<file path="src/rtl/zs_pkg.sv">
// zs_pkg: shared FSM encoding and helpers for the zero-skip scanner.
package zs_pkg;

  typedef enum logic {
    ZS_IDLE = 1'b0,
    ZS_SCAN = 1'b1
  } zs_state_e;

  // Last address of a scan range, clipped to the top of the window.
  function automatic int unsigned range_hi(input int unsigned base,
                                           input int unsigned len,
                                           input int unsigned depth);
    if (len == 0) return base;
    if (base + len > depth) return depth - 1;
    return base + len - 1;
  endfunction

  // A shift command is legal for strides 1..max_stride.
  function automatic logic stride_ok(input int unsigned stride,
                                     input int unsigned max_stride);
    return (stride != 0) && (stride <= max_stride);
  endfunction

endpackage

</file>
<file path="src/rtl/zs_next_nonzero.sv">
// zs_next_nonzero: finds the lowest occupied non-zero entry in [lo, hi]
// and reports whether another one follows it inside the same range.
module zs_next_nonzero #(
  parameter int unsigned MEM_DEPTH  = 12,
  parameter int unsigned ADDR_WIDTH = $clog2(MEM_DEPTH),
  parameter int unsigned CNT_WIDTH  = $clog2(MEM_DEPTH + 1)
) (
  input  logic [MEM_DEPTH-1:0]  flags,
  input  logic [CNT_WIDTH-1:0]  count,
  input  logic [CNT_WIDTH-1:0]  lo,
  input  logic [ADDR_WIDTH-1:0] hi,
  output logic                  found,
  output logic [ADDR_WIDTH-1:0] addr,
  output logic                  more_after
);

  // Priority scan from the bottom; entries at or above count are absent.
  always_comb begin
    found      = 1'b0;
    addr       = '0;
    more_after = 1'b0;
    for (int i = 0; i < int'(MEM_DEPTH); i++) begin
      if ((CNT_WIDTH'(i) >= lo) && (ADDR_WIDTH'(i) <= hi) &&
          (CNT_WIDTH'(i) < count) && !flags[i]) begin
        if (found) begin
          more_after = 1'b1;
        end else begin
          found = 1'b1;
          addr  = ADDR_WIDTH'(i);
        end
      end
    end
  end

endmodule

</file>
<file path="src/rtl/zero_skip_scanner.sv">
// zero_skip_scanner: sliding window of is-zero flags plus a scan engine that
// streams addresses of non-zero entries over valid/ready.
// Optional: define ZS_SKIP_COUNT_EN to count range addresses skipped as zero.
module zero_skip_scanner
  import zs_pkg::*;
#(
  parameter int unsigned MEM_DEPTH  = 12,
  parameter int unsigned DATA_WIDTH = 16,
  parameter int unsigned MAX_STRIDE = 4,
  parameter int unsigned ADDR_WIDTH = $clog2(MEM_DEPTH),
  parameter int unsigned CNT_WIDTH  = $clog2(MEM_DEPTH + 1),
  parameter int unsigned STRIDE_W   = $clog2(MAX_STRIDE + 1)
) (
  input  logic                  clk,
  input  logic                  reset,
  input  logic                  w_en,
  input  logic [DATA_WIDTH-1:0] din,
  input  logic                  shift,
  input  logic [STRIDE_W-1:0]   stride,
  output logic [CNT_WIDTH-1:0]  count,
  output logic                  full,
  output logic                  empty,
  input  logic                  scan_start,
  input  logic [ADDR_WIDTH-1:0] scan_base,
  input  logic [CNT_WIDTH-1:0]  scan_len,
  output logic                  scan_busy,
  output logic                  idx_valid,
  input  logic                  idx_ready,
  output logic [ADDR_WIDTH-1:0] idx_addr,
  output logic                  idx_last,
  output logic                  scan_done,
  output logic                  cmd_err,
  output logic [CNT_WIDTH-1:0]  skip_cnt
);

  zs_state_e             state, state_d;
  logic [MEM_DEPTH-1:0]  flags, flags_s, flags_d;
  logic [CNT_WIDTH-1:0]  count_d, cnt_s, shift_k, stride_c;
  logic                  shift_ok, wr_ok, busy, cmd_err_d;
  logic [ADDR_WIDTH-1:0] hi_q, hi_d, hi_start, search_hi;
  logic [CNT_WIDTH-1:0]  search_lo;
  logic                  search_empty;
  logic                  f_found, f_more, hit, accept;
  logic [ADDR_WIDTH-1:0] f_addr;
  logic                  idx_valid_d, idx_last_d, scan_done_d;
  logic [ADDR_WIDTH-1:0] idx_addr_d;

  assign busy      = (state == ZS_SCAN);
  assign scan_busy = busy;

  // Window update: shift first, then append at the post-shift tail.
  always_comb begin
    stride_c = CNT_WIDTH'(stride);
    shift_ok = shift && stride_ok(32'(stride), MAX_STRIDE) && !busy;
    shift_k  = '0;
    if (shift_ok) shift_k = (stride_c < count) ? stride_c : count;
    flags_s  = flags >> shift_k;
    cnt_s    = count - shift_k;
    wr_ok    = w_en && (cnt_s != CNT_WIDTH'(MEM_DEPTH));
    flags_d  = flags_s;
    count_d  = cnt_s;
    if (wr_ok) begin
      for (int i = 0; i < int'(MEM_DEPTH); i++) begin
        if (CNT_WIDTH'(i) == cnt_s) flags_d[i] = (din == '0);
      end
      count_d = cnt_s + CNT_WIDTH'(1);
    end
    cmd_err_d = (w_en && !wr_ok) ||
                (shift && (!stride_ok(32'(stride), MAX_STRIDE) || busy)) ||
                (scan_start && busy);
  end

  // Window storage and occupancy status.
  always_ff @(posedge clk or posedge reset) begin
    if (reset) begin
      flags   <= '0;
      count   <= '0;
      full    <= 1'b0;
      empty   <= 1'b1;
      cmd_err <= 1'b0;
    end else begin
      flags   <= flags_d;
      count   <= count_d;
      full    <= (count_d == CNT_WIDTH'(MEM_DEPTH));
      empty   <= (count_d == '0);
      cmd_err <= cmd_err_d;
    end
  end

  assign hi_start = ADDR_WIDTH'(range_hi(32'(scan_base), 32'(scan_len), MEM_DEPTH));

  // Search window: a new range on start, or just past the accepted address.
  always_comb begin
    search_lo    = CNT_WIDTH'(idx_addr) + CNT_WIDTH'(1);
    search_hi    = hi_q;
    search_empty = 1'b0;
    if (!busy) begin
      search_lo    = CNT_WIDTH'(scan_base);
      search_hi    = hi_start;
      search_empty = (scan_len == '0);
    end
  end

  zs_next_nonzero #(
    .MEM_DEPTH (MEM_DEPTH),
    .ADDR_WIDTH(ADDR_WIDTH),
    .CNT_WIDTH (CNT_WIDTH)
  ) u_finder (
    .flags     (flags),
    .count     (count),
    .lo        (search_lo),
    .hi        (search_hi),
    .found     (f_found),
    .addr      (f_addr),
    .more_after(f_more)
  );

  assign hit    = f_found && !search_empty;
  assign accept = busy ? (idx_valid && idx_ready) : scan_start;

  // FSM state register.
  always_ff @(posedge clk or posedge reset) begin
    if (reset) state <= ZS_IDLE;
    else       state <= state_d;
  end

  // FSM next state.
  always_comb begin
    state_d = state;
    case (state)
      ZS_IDLE: if (scan_start && hit) state_d = ZS_SCAN;
      ZS_SCAN: if (idx_valid && idx_ready && !hit) state_d = ZS_IDLE;
      default: state_d = ZS_IDLE;
    endcase
  end

  // FSM outputs: load a new search result on start or handshake, else hold.
  always_comb begin
    idx_valid_d = idx_valid;
    idx_addr_d  = idx_addr;
    idx_last_d  = idx_last;
    scan_done_d = 1'b0;
    hi_d        = hi_q;
    if (accept) begin
      idx_valid_d = hit;
      idx_addr_d  = hit ? f_addr : '0;
      idx_last_d  = hit && !f_more;
      scan_done_d = !hit;
      hi_d        = search_hi;
    end
  end

  // Registered scan outputs.
  always_ff @(posedge clk or posedge reset) begin
    if (reset) begin
      idx_valid <= 1'b0;
      idx_addr  <= '0;
      idx_last  <= 1'b0;
      scan_done <= 1'b0;
      hi_q      <= '0;
    end else begin
      idx_valid <= idx_valid_d;
      idx_addr  <= idx_addr_d;
      idx_last  <= idx_last_d;
      scan_done <= scan_done_d;
      hi_q      <= hi_d;
    end
  end

`ifdef ZS_SKIP_COUNT_EN
  localparam int unsigned SUM_W = CNT_WIDTH + 1;
  logic [CNT_WIDTH-1:0] skip_inc, skip_base, skip_d;
  logic [SUM_W-1:0]     skip_sum;

  // Addresses passed over by this search step, saturating accumulation.
  always_comb begin
    skip_inc = '0;
    if (!search_empty) begin
      if (hit)
        skip_inc = CNT_WIDTH'(f_addr) - search_lo;
      else if (search_lo <= CNT_WIDTH'(search_hi))
        skip_inc = CNT_WIDTH'(search_hi) + CNT_WIDTH'(1) - search_lo;
    end
    skip_base = busy ? skip_cnt : '0;
    skip_sum  = SUM_W'(skip_base) + SUM_W'(skip_inc);
    skip_d    = skip_cnt;
    if (accept) begin
      skip_d = (skip_sum > SUM_W'(MEM_DEPTH)) ? CNT_WIDTH'(MEM_DEPTH)
                                               : CNT_WIDTH'(skip_sum);
    end
  end

  // Skip counter register.
  always_ff @(posedge clk or posedge reset) begin
    if (reset) skip_cnt <= '0;
    else       skip_cnt <= skip_d;
  end
`else
  assign skip_cnt = '0;
`endif

endmodule

</file>
<file path="config.mk">
export PLATFORM = sky130hd
export DESIGN_NAME = zero_skip_scanner
export DESIGN_NICKNAME = d
export VERILOG_FILES = /design/src/rtl/zs_pkg.sv /design/src/rtl/zs_next_nonzero.sv /design/src/rtl/zero_skip_scanner.sv
export SDC_FILE = /design/constraint.sdc
export NUM_CORES = 1
export LEC_CHECK = 0
export BUFFER_PORTS_ARGS = -buffer_cell sky130_fd_sc_hd__clkbuf_2
export CAP_MARGIN = 20
export CORE_ASPECT_RATIO = 1.25
export CORE_UTILIZATION = 40
export CTS_CLUSTER_DIAMETER = 40
export CTS_CLUSTER_SIZE = 14
export DETAILED_ROUTE_END_ITERATION = 10
export HOLD_SLACK_MARGIN = 0.12
export SLEW_MARGIN = 0
export SYNTH_ARGS = -nofsm -noshare
export SYNTH_HDL_FRONTEND = slang
export SYNTH_HIERARCHICAL = 1
export SYNTH_SLANG_ARGS = --single-unit
export TNS_END_PERCENT = 1
</file>
<file path="constraint.sdc">
create_clock -name clk -period 4.8 [get_ports clk]
set_input_delay 0 -clock clk [delete_from_list [all_inputs] [get_ports clk]]
set_output_delay 0 -clock clk [all_outputs]
set_load 0.005 [all_outputs]
</file>
==> results of run 1 <==
## layout make-up
class                   instances  area [um2]  share of cell area
clock inverters                 3        20.0             0.00569
repair buffers                 58         333              0.0946
inverters                      19        71.3              0.0203
flip-flops and latches         31         777               0.221
clock buffers                   5        68.8              0.0196
multi-input cells             308        2130               0.606
well taps                      92         115              0.0327
## timing repair
action | CTS | global route
hold buffers | 6 | 0
buffers inserted | 0 | 0
setup endpoints to repair | 0 | 0
endpoints found under the hold margin | 36 | 0
## sequential cells by signal, summed over array words and instances (netlist names)
| signal | count |
|---|---|
| flags | 12 |
| count | 4 |
| hi_q | 4 |
| idx_addr | 4 |
| cmd_err | 1 |
| empty | 1 |
| full | 1 |
| idx_last | 1 |
| idx_valid | 1 |
| scan_busy | 1 |
| scan_done | 1 |
## critical path, cell delays in order (launching register included)
cell     delay [ns]
dfrtp_1        0.60
inv_1          0.12
ha_1           0.29
nor2_1         0.04
nor2_1         0.35
a21oi_1        0.12
a31oi_1        0.16
buf_4          0.21
inv_2          0.11
ha_1           0.19
inv_1          0.08
fa_1           0.49
inv_1          0.14
ha_1           0.22
inv_1          0.07
o31ai_2        0.43
mux2i_1        0.25
nor3b_1        0.19
## cells in the final DEF (no fill, tap or decap), drive strengths merged, types with 7 or more instances in the layout
cell type and count:
clkbuf 52, nand2 37, o21ai 30, dfrtp 30, nand3 23, a21oi 22, nor2 20, inv 19
ha 16, a31oi 11, nor3 11, o211ai 9, xor2 7, nor4 7
## cells in the mapped netlist, drive strengths merged (7+ instances only)
| library cell | number | share of area |
|---|---|---|
| a21oi | 22 | 0.039 |
| a31oi | 11 | 0.022 |
| buf | 15 | 0.034 |
| dfrtp | 30 | 0.24 |
| ha | 16 | 0.065 |
| inv | 19 | 0.023 |
| nand2 | 37 | 0.045 |
| nand3 | 23 | 0.037 |
| nor2 | 20 | 0.027 |
| nor3 | 11 | 0.018 |
| nor4 | 7 | 0.014 |
| o211ai | 9 | 0.023 |
| o21ai | 30 | 0.049 |
| xor2 | 7 | 0.020 |
## final timing paths
path / start / to / slack (ns)
max: count[2] / empty / 0.65
min: scan_start / scan_busy / 0.15
max reg2reg: count[2] / empty / 0.65
min reg2reg: hi_q[0] / hi_q[0] / 0.48
max in group asynchronous: reset / empty / 4.15
min in group asynchronous: reset / cmd_err / 0.32
## power by group
part / total, mW / leakage [nW] / internal [mW] / switching [mW]
logic: 1.55 / 1.12 / 0.635 / 0.912
registers: 0.490 / 0.387 / 0.358 / 0.132
clock network: 0.209 / 0.0402 / 0.101 / 0.108
## logic make-up after synthesis
group,count (synthesis),share of synthesized area
xor+xnor,11,0.0312
fa+ha+maj,19,0.0810
compound gates,118,0.264
buf+inv,38,0.0616
simple gates,141,0.244
other cells,1,0.00121
mux,15,0.0656
flops,31,0.252
## metrics by stage
stage	cells	hold slack [ns]	utilization	power (mW)	cell area (um2)
after global placement	502	0.0899	0.453	2.00	3370
after detailed placement	502	0.0935	0.453	2.02	3370
after floorplan	377	0.103	-	1.65	3100
after global routing	516	0.136	0.473	2.47	3520
after CTS	516	0.136	0.473	2.24	3520
final	516	0.146	0.473	2.25	3520
## metal layers
metal  routed length [um]  share of wire
met1                 3540           0.41
met2                 4540           0.52
met5                    0              0
met3                  362          0.042
met4                  267          0.031
==> metrics.md, run 1 <==
| Metric | Value |
|---|---|
| Status | `completed` |
| Syn avg cell area | `8.26 um2` |
| WL/cell | `16.9 um` |
| Yosys warnings | `6` |
| Area Overhead vs Synth | `13.9%` |
| Worst Setup Slack, final | `0.649 ns` |
| Worst-Margin Slew | `approximately 0.91 ns` |
| Final setup TNS | `0 ns` |
| Clk Latency, worst-skew pair | `approximately 0.29 ns` |
| Grt met1 use | `0.264` |
| Largest net degree at the start of global routing | `32` |
| Cts repair resizes | `0` |
| R2r worst-path depth | `17` |
| Final Hold Violating Endpoints | `0` |
| Initial antenna violation count | `0` |
| Worst rel slew slack | `0.394` |
| Level count of the clock H-tree | `2` |
| Die Wd | `80.6 um` |
| Sinks on Clock Net | `31` |
| DRT antenna net count | `0` |
| Root buffer cell | `clkbuf_8` |
| Synthesized cell area | `3090 um2` |
| Vias in the first global route | `between 3k and 4k` |
| Total die area | `a little over 8000 um2` |
| Shortest period the worst path allows | `about 4.2 ns` |
| Post-synthesis async set-or-reset flop share | `1.00` |
| Synth Instances | `~370` |
| Post-synthesis sequential area ratio | `0.252` |
| Layout net count | `474` |
| Setup slack at placement | `0.682 ns` |
| Clock Skew | `0.00749 ns` |
| Fin crit share | `0.865` |
| Vias per inst | `between 5 and 6` |
| Max VDD drop | `295 uV` |
| Ant diodes | `0` |
| Most used DFF post-synth | `dfrtp_1` |
| Met3 Usage GRT | `0.0373` |
| Pwr/cell area | `639 nW/um2` |
| Worst EP required | `5.01 ns` |
| Yosys cell types | `69` |
| RD Place Congestion | `0.898` |
| Max clock buf depth | `2` |
| First-pass GRT wire length | `14.7 mm` |
| Total Routed Length | `8.71 mm` |
| EDFF count, synth | `0` |
| Crit start category | `flip-flop` |
| RSZ-0062 raised after global routing | `false` |
| Die H | `100 um` |
| Row cnt | `35` |
| DRC Markers | `0` |
| GRT overflow | `0` |
| WHS Path Cells | `3` |
| First-pass DRT Iterations | `6` |
| Leak | `1.54 nW` |
| HP Class | `input pin to flip-flop` |
| Max Cap Viol | `0` |
| Clock-pin transition on the worst setup and hold timing paths | `0.07 ns` |
| M2 GR Usage | `0.417` |
| Setup crit end kind | `flip-flop` |
| Critical path class | `flip-flop to flip-flop` |
| CTS Buf Count | `5` |
| HPWL Detailed | `6.84 mm` |
| DRT iter0 DRCs | `204` |
| CP Max Fanout | `13` |
| Port Buf Inserts | `47` |
| Fill cell count | `755` |
| #FFs+latches synth | `31` |
| Io pins | `52` |
| Core Region | `7440 um2` |
| Gr usage total | `0.234` |
| TritonCTS clock tree | `built` |
| Final setup viols | `0` |
| Worst Path Arrival | `roughly 4.4 ns` |
| Achievable frequency | `0.241 GHz` |
| Via count | `3087` |
| Initial Util | `0.415` |
| Max Transition Viols Final | `0` |
| Busiest layer in global routing | `met2` |
| Share of layout cells above drive strength 1 | `0.203` |
Note: power is estimated with default switching activity, not from simulation.
==> run 2: changes to the inputs <==
Settings changed: REMOVE_ABC_BUFFERS from default to 1, SETUP_SLACK_MARGIN from default to 0.2.
==> metrics.md, run 2 (synthesis results as in run 1) <==
| Metric | Value |
|---|---|
| Status | `completed` |
| HPWL Detailed | `6.80 mm (-0.65%)` |
| First-pass GRT wire length | `14.5 mm (-1.3%)` |
| Worst EP required | `5.03 ns (+0.02 ns)` |
| CTS Buf Count | `5 (unchanged)` |
| Shortest period the worst path allows | `3.93 ns (-0.217 ns)` |
| Setup slack at placement | `0.885 ns (+0.203 ns)` |
| Sinks on Clock Net | `31 (unchanged)` |
| Largest Register | `flags` |
| Max reg flops | `12 (unchanged)` |
| Share of layout cells above drive strength 1 | `0.206 (+0.00326)` |
| TritonCTS clock tree | `built` |
| Crit start category | `input pin` |
| Core Region | `7440 um2 (unchanged)` |
| Via count | `3140 (+1.7%)` |
| Level count of the clock H-tree | `2 (unchanged)` |
| Final Hold Slack | `0.140 ns (-0.00589 ns)` |
| Worst rel slew slack | `0.435 (+0.0415)` |
| DRT iter0 DRCs | `207 (+1.5%)` |
| WL/cell | `17.0 um (+0.78%)` |
| Commonest non-fill, non-tap cell in the layout | `clkbuf_2` |
| Row cnt | `35 (unchanged)` |
| Ant diodes | `0 (unchanged)` |
| Total die area | `8080 um2 (unchanged)` |
| Post-Place Cell Area | `3390 um2 (+0.67%)` |
| Max VDD drop | `247 uV (-16%)` |
| Clock Skew | `0.00352 ns (-0.00398 ns)` |
| Leak | `1.57 nW (+1.5%)` |
| Most frequent cells in the layout | `clkbuf_2 (47), nand2_1 (37), o21ai_0 (30), dfrtp_1 (30), nand3_1 (23)` |
| Layout net count | `477 (+0.63%)` |
| Pwr/cell area | `651 nW/um2 (+1.9%)` |
| Gr usage total | `0.233 (-0.000491)` |
| Max Cap Viol | `0 (unchanged)` |
| CP Max Fanout | `7 (-6)` |
| Final Hold Violating Endpoints | `0 (unchanged)` |
| Worst Setup Slack, final | `0.866 ns (+0.217 ns)` |
| Die Wd | `80.6 um (unchanged)` |
| Max clock buf depth | `2 (unchanged)` |
| Largest net degree at the start of global routing | `32 (unchanged)` |
| Worst Path Arrival | `4.17 ns (-0.19 ns)` |
| Delay-heaviest family, CP | `simple AND/OR/NAND/NOR gates` |
| DRC Markers | `0 (unchanged)` |
| Achievable frequency | `0.254 GHz (+5.5%)` |
| Count of buffer and inverter cells on the critical path | `4 (-2)` |
| HP Class | `input pin to flip-flop` |
| Post-route cell area | `3550 um2 (+0.96%)` |
| RD Place Congestion | `0.912 (+1.6%)` |
| Initial Util | `0.415 (unchanged)` |
| Fin crit share | `0.820 (-0.0452)` |
| Setup crit end kind | `flip-flop` |
| Max Transition Viols Final | `0 (unchanged)` |
| Final setup TNS | `0 ns (unchanged)` |
| GRT overflow | `0 (unchanged)` |
| Io pins | `52 (unchanged)` |
| Root buffer cell | `clkbuf_8` |
| Critical-path top delay cell | `nor4b_1` |
| Clock-pin transition on the worst setup and hold timing paths | `0.07 ns (about the same)` |
| Critical path class | `input pin to flip-flop` |
| Slowest cell delay on critical path | `0.67 ns (+0.07 ns)` |
| Total Routed Length | `8.83 mm (+1.4%)` |
| Die H | `100 um (unchanged)` |
| Worst-Margin Slew | `0.847 ns (-0.0623 ns)` |
| Final setup viols | `0 (unchanged)` |
| Vias in the first global route | `3062 (-1.2%)` |
| Post-CTS setup repair buffer count | `0 (unchanged)` |
| Port Buf Inserts | `47 (unchanged)` |
| First-pass DRT Iterations | `4 (-2)` |
| Clk Latency, worst-skew pair | `0.29 ns (about the same)` |
| Initial antenna violation count | `0 (unchanged)` |
| RSZ-0062 raised after global routing | `false` |
| Crit-path most repeated cell | `o21ai_0` |
| CP cell instances | `dlygate4sd3_1 -> clkbuf_2 -> ha_1 -> xor2_1 -> inv_1 -> o311a_1 -> nand2_1 -> o21ai_0 -> o21ai_0 -> buf_4 -> a31oi_1 -> nor4b_1 -> nor2_1 -> and4_4 -> nand2_1 -> o21ai_0 -> nor2_1 -> a22o_1` |
| Vias per inst | `6.05 (+1.1%)` |
| DRT antenna net count | `0 (unchanged)` |
| Final Power | `2.31 mW (+2.9%)` |
| Area Overhead vs Synth | `15.0%` |
[run 2: cell types whose count changed in the layout (fill, tap and decap cells not counted), sizes merged]
cell / previous run / this run
clkinvlp: 2 / 0
buf: 5 / 8
clkinv: 1 / 0
clkbuf: 52 / 55
[run 2: metal layers]
layer  global-route usage  part of all wire
met5                    0                 0
met4                0.115             0.038
met3               0.0282             0.038
met2                0.445              0.52
met1                0.245              0.40
[run 2: per-stage QoR]
step / utilization / std cells
floorplan: - / 358
global placement: 0.456 / 505
detailed placement: 0.456 / 505
CTS: 0.477 / 519
global route: 0.477 / 519
finish: 0.477 / 519
[run 2: where the power goes]
group          switching, mW  internal [mW]
registers             0.0857          0.359
logic                  0.967          0.656
clock network          0.114          0.131
[run 2: worst paths after layout]
| check | endpoint | cells after the start | slack, ns | startpoint |
|---|---|---|---|---|
| worst max-delay path | idx_addr[2] | 18 | 0.87 | scan_base[2] |
| worst min-delay path | hi_q[0] | 3 | 0.14 | scan_base[0] |
| worst max register to register | empty | 16 | 0.87 | count[2] |
| worst min register to register | idx_last | 2 | 0.48 | idx_last |
| max in group asynchronous | empty | 4 | 4.13 | reset |
| min in group asynchronous | hi_q[1] | 4 | 0.33 | reset |
[run 2: area by class of cell]
type	count	area, um2
well taps	92	115
inverters	19	71.3
multi-input cells	308	2130
flip-flops and latches	31	777
fillers	751	3890
repair buffers	61	355
clock buffers	8	100
[run 2: worst reg2reg max path: cells and delay by family, from the launching register on]
family / cells / cell delay (ns)
simple gates: 3 / 0.61
flops: 1 / 0.41
buf+inv: 5 / 0.53
fa+ha+maj: 4 / 1.19
compound gates: 3 / 0.84
mux: 1 / 0.27
[run 2: timing repair]
action                                 4_1_cts  5_1_grt
endpoints found under the hold margin       37        0
hold buffers                                 6        0
resized for setup                            0        0
==> run 3: changes to the inputs <==
Clock period 4.8 ns to 3.4 ns, I/O delays scaled along.
==> metrics.md, run 3 (synthesis results as in run 1) <==
| Metric | Value |
|---|---|
| Status | `completed` |
| DRT iter0 DRCs | `133 (-36%)` |
| Final setup TNS | `0 ns (unchanged)` |
| Worst rel slew slack | `0.554 (+0.119)` |
| Worst Setup Slack, final | `0.0820 ns (-0.784 ns)` |
| DRC Markers | `0 (unchanged)` |
| Worst R2R Start | `count[2]` |
| Setup slack at placement | `-0.360 ns (-1.25 ns)` |
| Core Util, Final | `0.570 (+0.0928)` |
| Layout net count | `530 (+11%)` |
| Most frequent cells in the layout | `buf_4 (58), clkbuf_2 (45), nand2_1 (33)` |
| Clock-pin transition on the worst setup and hold timing paths | `0.07 ns (about the same)` |
| Critical path class | `input pin to flip-flop` |
| DRT antenna net count | `0 (unchanged)` |
| Critical-path top delay cell | `fa_2` |
| Total Routed Length | `9.67 mm (+9.5%)` |
| HPWL Detailed | `7.29 mm (+7.2%)` |
| R2r setup slk | `0.26 ns (-0.61 ns)` |
| Pint | `2.17 mW (+89%)` |
| WL/cell | `16.9 um (-0.68%)` |
| Clock Skew | `0.0120 ns (+0.00844 ns)` |
| Largest net degree at the start of global routing | `19 (-41%)` |
| Worst EP required | `3.59 ns (-1.44 ns)` |
| Fill cell count | `693 (-7.7%)` |
| Hold Startpoint | `stride[0]` |
| CP cell instances | `buf_8 -> ha_4 -> fa_2 -> inv_2 -> ha_4 -> o311a_4 -> o2bb2ai_4 -> mux2_4 -> or2_4 -> o311ai_4 -> and4_4 -> and4_4 -> o211ai_2 -> a211oi_2 -> nand3_1 -> o31ai_1` |
| Root buffer cell | `clkbuf_8` |
| Worst Setup SP | `scan_len[0]` |
| Die Wd | `80.6 um (unchanged)` |
| Leak | `1.87 nW (+19%)` |
| Max Cap Viol | `0 (unchanged)` |
| GRT overflow | `0 (unchanged)` |
| WHS Path Cells | `5 (+2)` |
| Total die area | `8080 um2 (unchanged)` |
| Final Hold Violating Endpoints | `0 (unchanged)` |
| Crit start category | `input pin` |
| First-pass GRT wire length | `15.5 mm (+7.0%)` |
| Share of layout cells above drive strength 1 | `0.375 (+0.169)` |
| Vias per inst | `5.90 (-2.5%)` |
| Final Hold Slack | `0.208 ns (+0.0678 ns)` |
| Area Overhead vs Synth | `37.3%` |
| R2R Path End | `empty` |
| TritonCTS clock tree | `built` |
| Pwr/cell area | `961 nW/um2 (+48%)` |
| Setup crit end kind | `flip-flop` |
| Via count | `3375 (+7.5%)` |
| Clk Latency, worst-skew pair | `0.29 ns (about the same)` |
| R2r worst-path depth | `14 (-2)` |
| Clock share of power | `0.073 (-0.033)` |
| Row cnt | `35 (unchanged)` |
| Max Transition Viols Final | `0 (unchanged)` |
| Port Buf Inserts | `47 (unchanged)` |
| Combinational share of power | `0.776 (+0.074)` |
| Achievable frequency | `0.301 GHz` |
| CTS Buf Count | `5 (unchanged)` |
| Max VDD drop | `678 uV (+170%)` |
| CP Max Fanout | `5 (-2)` |
| Hold path endpoint | `cmd_err` |
| Final setup viols | `0 (unchanged)` |
| Sinks on Clock Net | `31 (unchanged)` |
| Reg area | `777 um2 (unchanged)` |
| Seq pwr share | `0.151 (-0.041)` |
| RD Place Congestion | `0.991 (+8.7%)` |
| Level count of the clock H-tree | `2 (unchanged)` |
| Io pins | `52 (unchanged)` |
| Multi-input combinational cell area | `2410 um2 (+13%)` |
| Max clock buf depth | `2 (unchanged)` |
| RSZ-0062 raised after global routing | `true` |
| Commonest non-fill, non-tap cell in the layout | `buf_4` |
| Fin crit share | `0.976` |
| Largest Register | `flags` |
| Shortest period the worst path allows | `~3.3 ns` |
| Slowest cell delay on critical path | `0.55 ns (-0.12 ns)` |
| Worst Path Arrival | `3.51 ns (-0.66 ns)` |
| Worst-Margin Slew | `0.652 ns (-0.195 ns)` |
| Psw | `1.91 mW (+64%)` |
| Ant diodes | `0 (unchanged)` |
| First-pass DRT Iterations | `7 (+3)` |
| HP Class | `input pin to flip-flop` |
| Sw Share | `0.468 (-0.0362)` |
| Vias in the first global route | `3238 (+5.7%)` |
| Initial Util | `0.415 (unchanged)` |
| Initial antenna violation count | `0 (unchanged)` |
| Gr usage total | `0.254 (+0.0202)` |
| Die H | `100 um (unchanged)` |
| Core Region | `7440 um2 (unchanged)` |
| Max reg flops | `12 (unchanged)` |
run 3: cell types whose count changed in the layout (fill, tap and decap cells not counted), sizes merged:
cell / change
buf: +54
clkbuf: -4
clkinv: +1
clkinvlp: +1
dlygate4sd3: +1
run 3: power groups by stage:
stage / combinational (mW) / sequential (mW) / clock (mW)
after floorplan: 1.61 / 0.651 / 0
after global placement: 2.77 / 0.619 / 0
after detailed placement: 2.79 / 0.624 / 0
after CTS: 2.93 / 0.617 / 0.301
after global routing: 3.46 / 0.634 / 0.320
final: 3.16 / 0.616 / 0.297
run 3: worst max-delay path by stage:
stage / end / slack, ns / cells after the start
finish: idx_last / 0.08 / 16
global route: idx_last / -0.05 / 16
CTS: idx_last / 0.15 / 16
detailed placement: idx_last / -0.36 / 16
global placement: idx_last / -0.27 / 16
floorplan: empty / -0.70 / 16
run 3: cell type report:
type                    instances  share of cell area
inverters                      19              0.0168
multi-input cells             308               0.567
flip-flops and latches         31               0.183
well taps                      92              0.0271
clock inverters                 2             0.00295
clock buffers                   6              0.0171
repair buffers                114               0.186
run 3: worst max-delay path: cells and delay by family:
family | cells | cell delay, ns
buf+inv | 2 | 0.17
compound gates | 6 | 1.31
fa+ha+maj | 3 | 0.85
simple gates | 4 | 0.88
mux | 1 | 0.28
run 3: per-layer routing:
layer  track usage  up-vias  wire length (um)
li1              -     1618                 -
met1         0.267     1606              3770
met3        0.0318       35               344
met5             0        -                 0
met4         0.115        0               327
met2         0.487      116              5230
run 3: through the flow:
| stage | power (mW) | std cells | cell area (um2) |
|---|---|---|---|
| finish | 4.08 | 572 | 4240 |
| floorplan | 2.26 | 358 | 2980 |
| global route | 4.42 | 572 | 4240 |
| CTS | 3.85 | 570 | 4020 |
| detailed placement | 3.42 | 554 | 3770 |
| global placement | 3.38 | 554 | 3770 |
run 3: what timing repair did:
item / in CTS / in global routing
endpoints found under the hold margin: 20 / 0
gates cloned: 0 / 0
setup buffers: 1 / 2
pin swaps: 10 / 19
gates resized for setup: 16 / 49
hold buffers: 7 / 0
setup endpoints to repair: 17 / 25
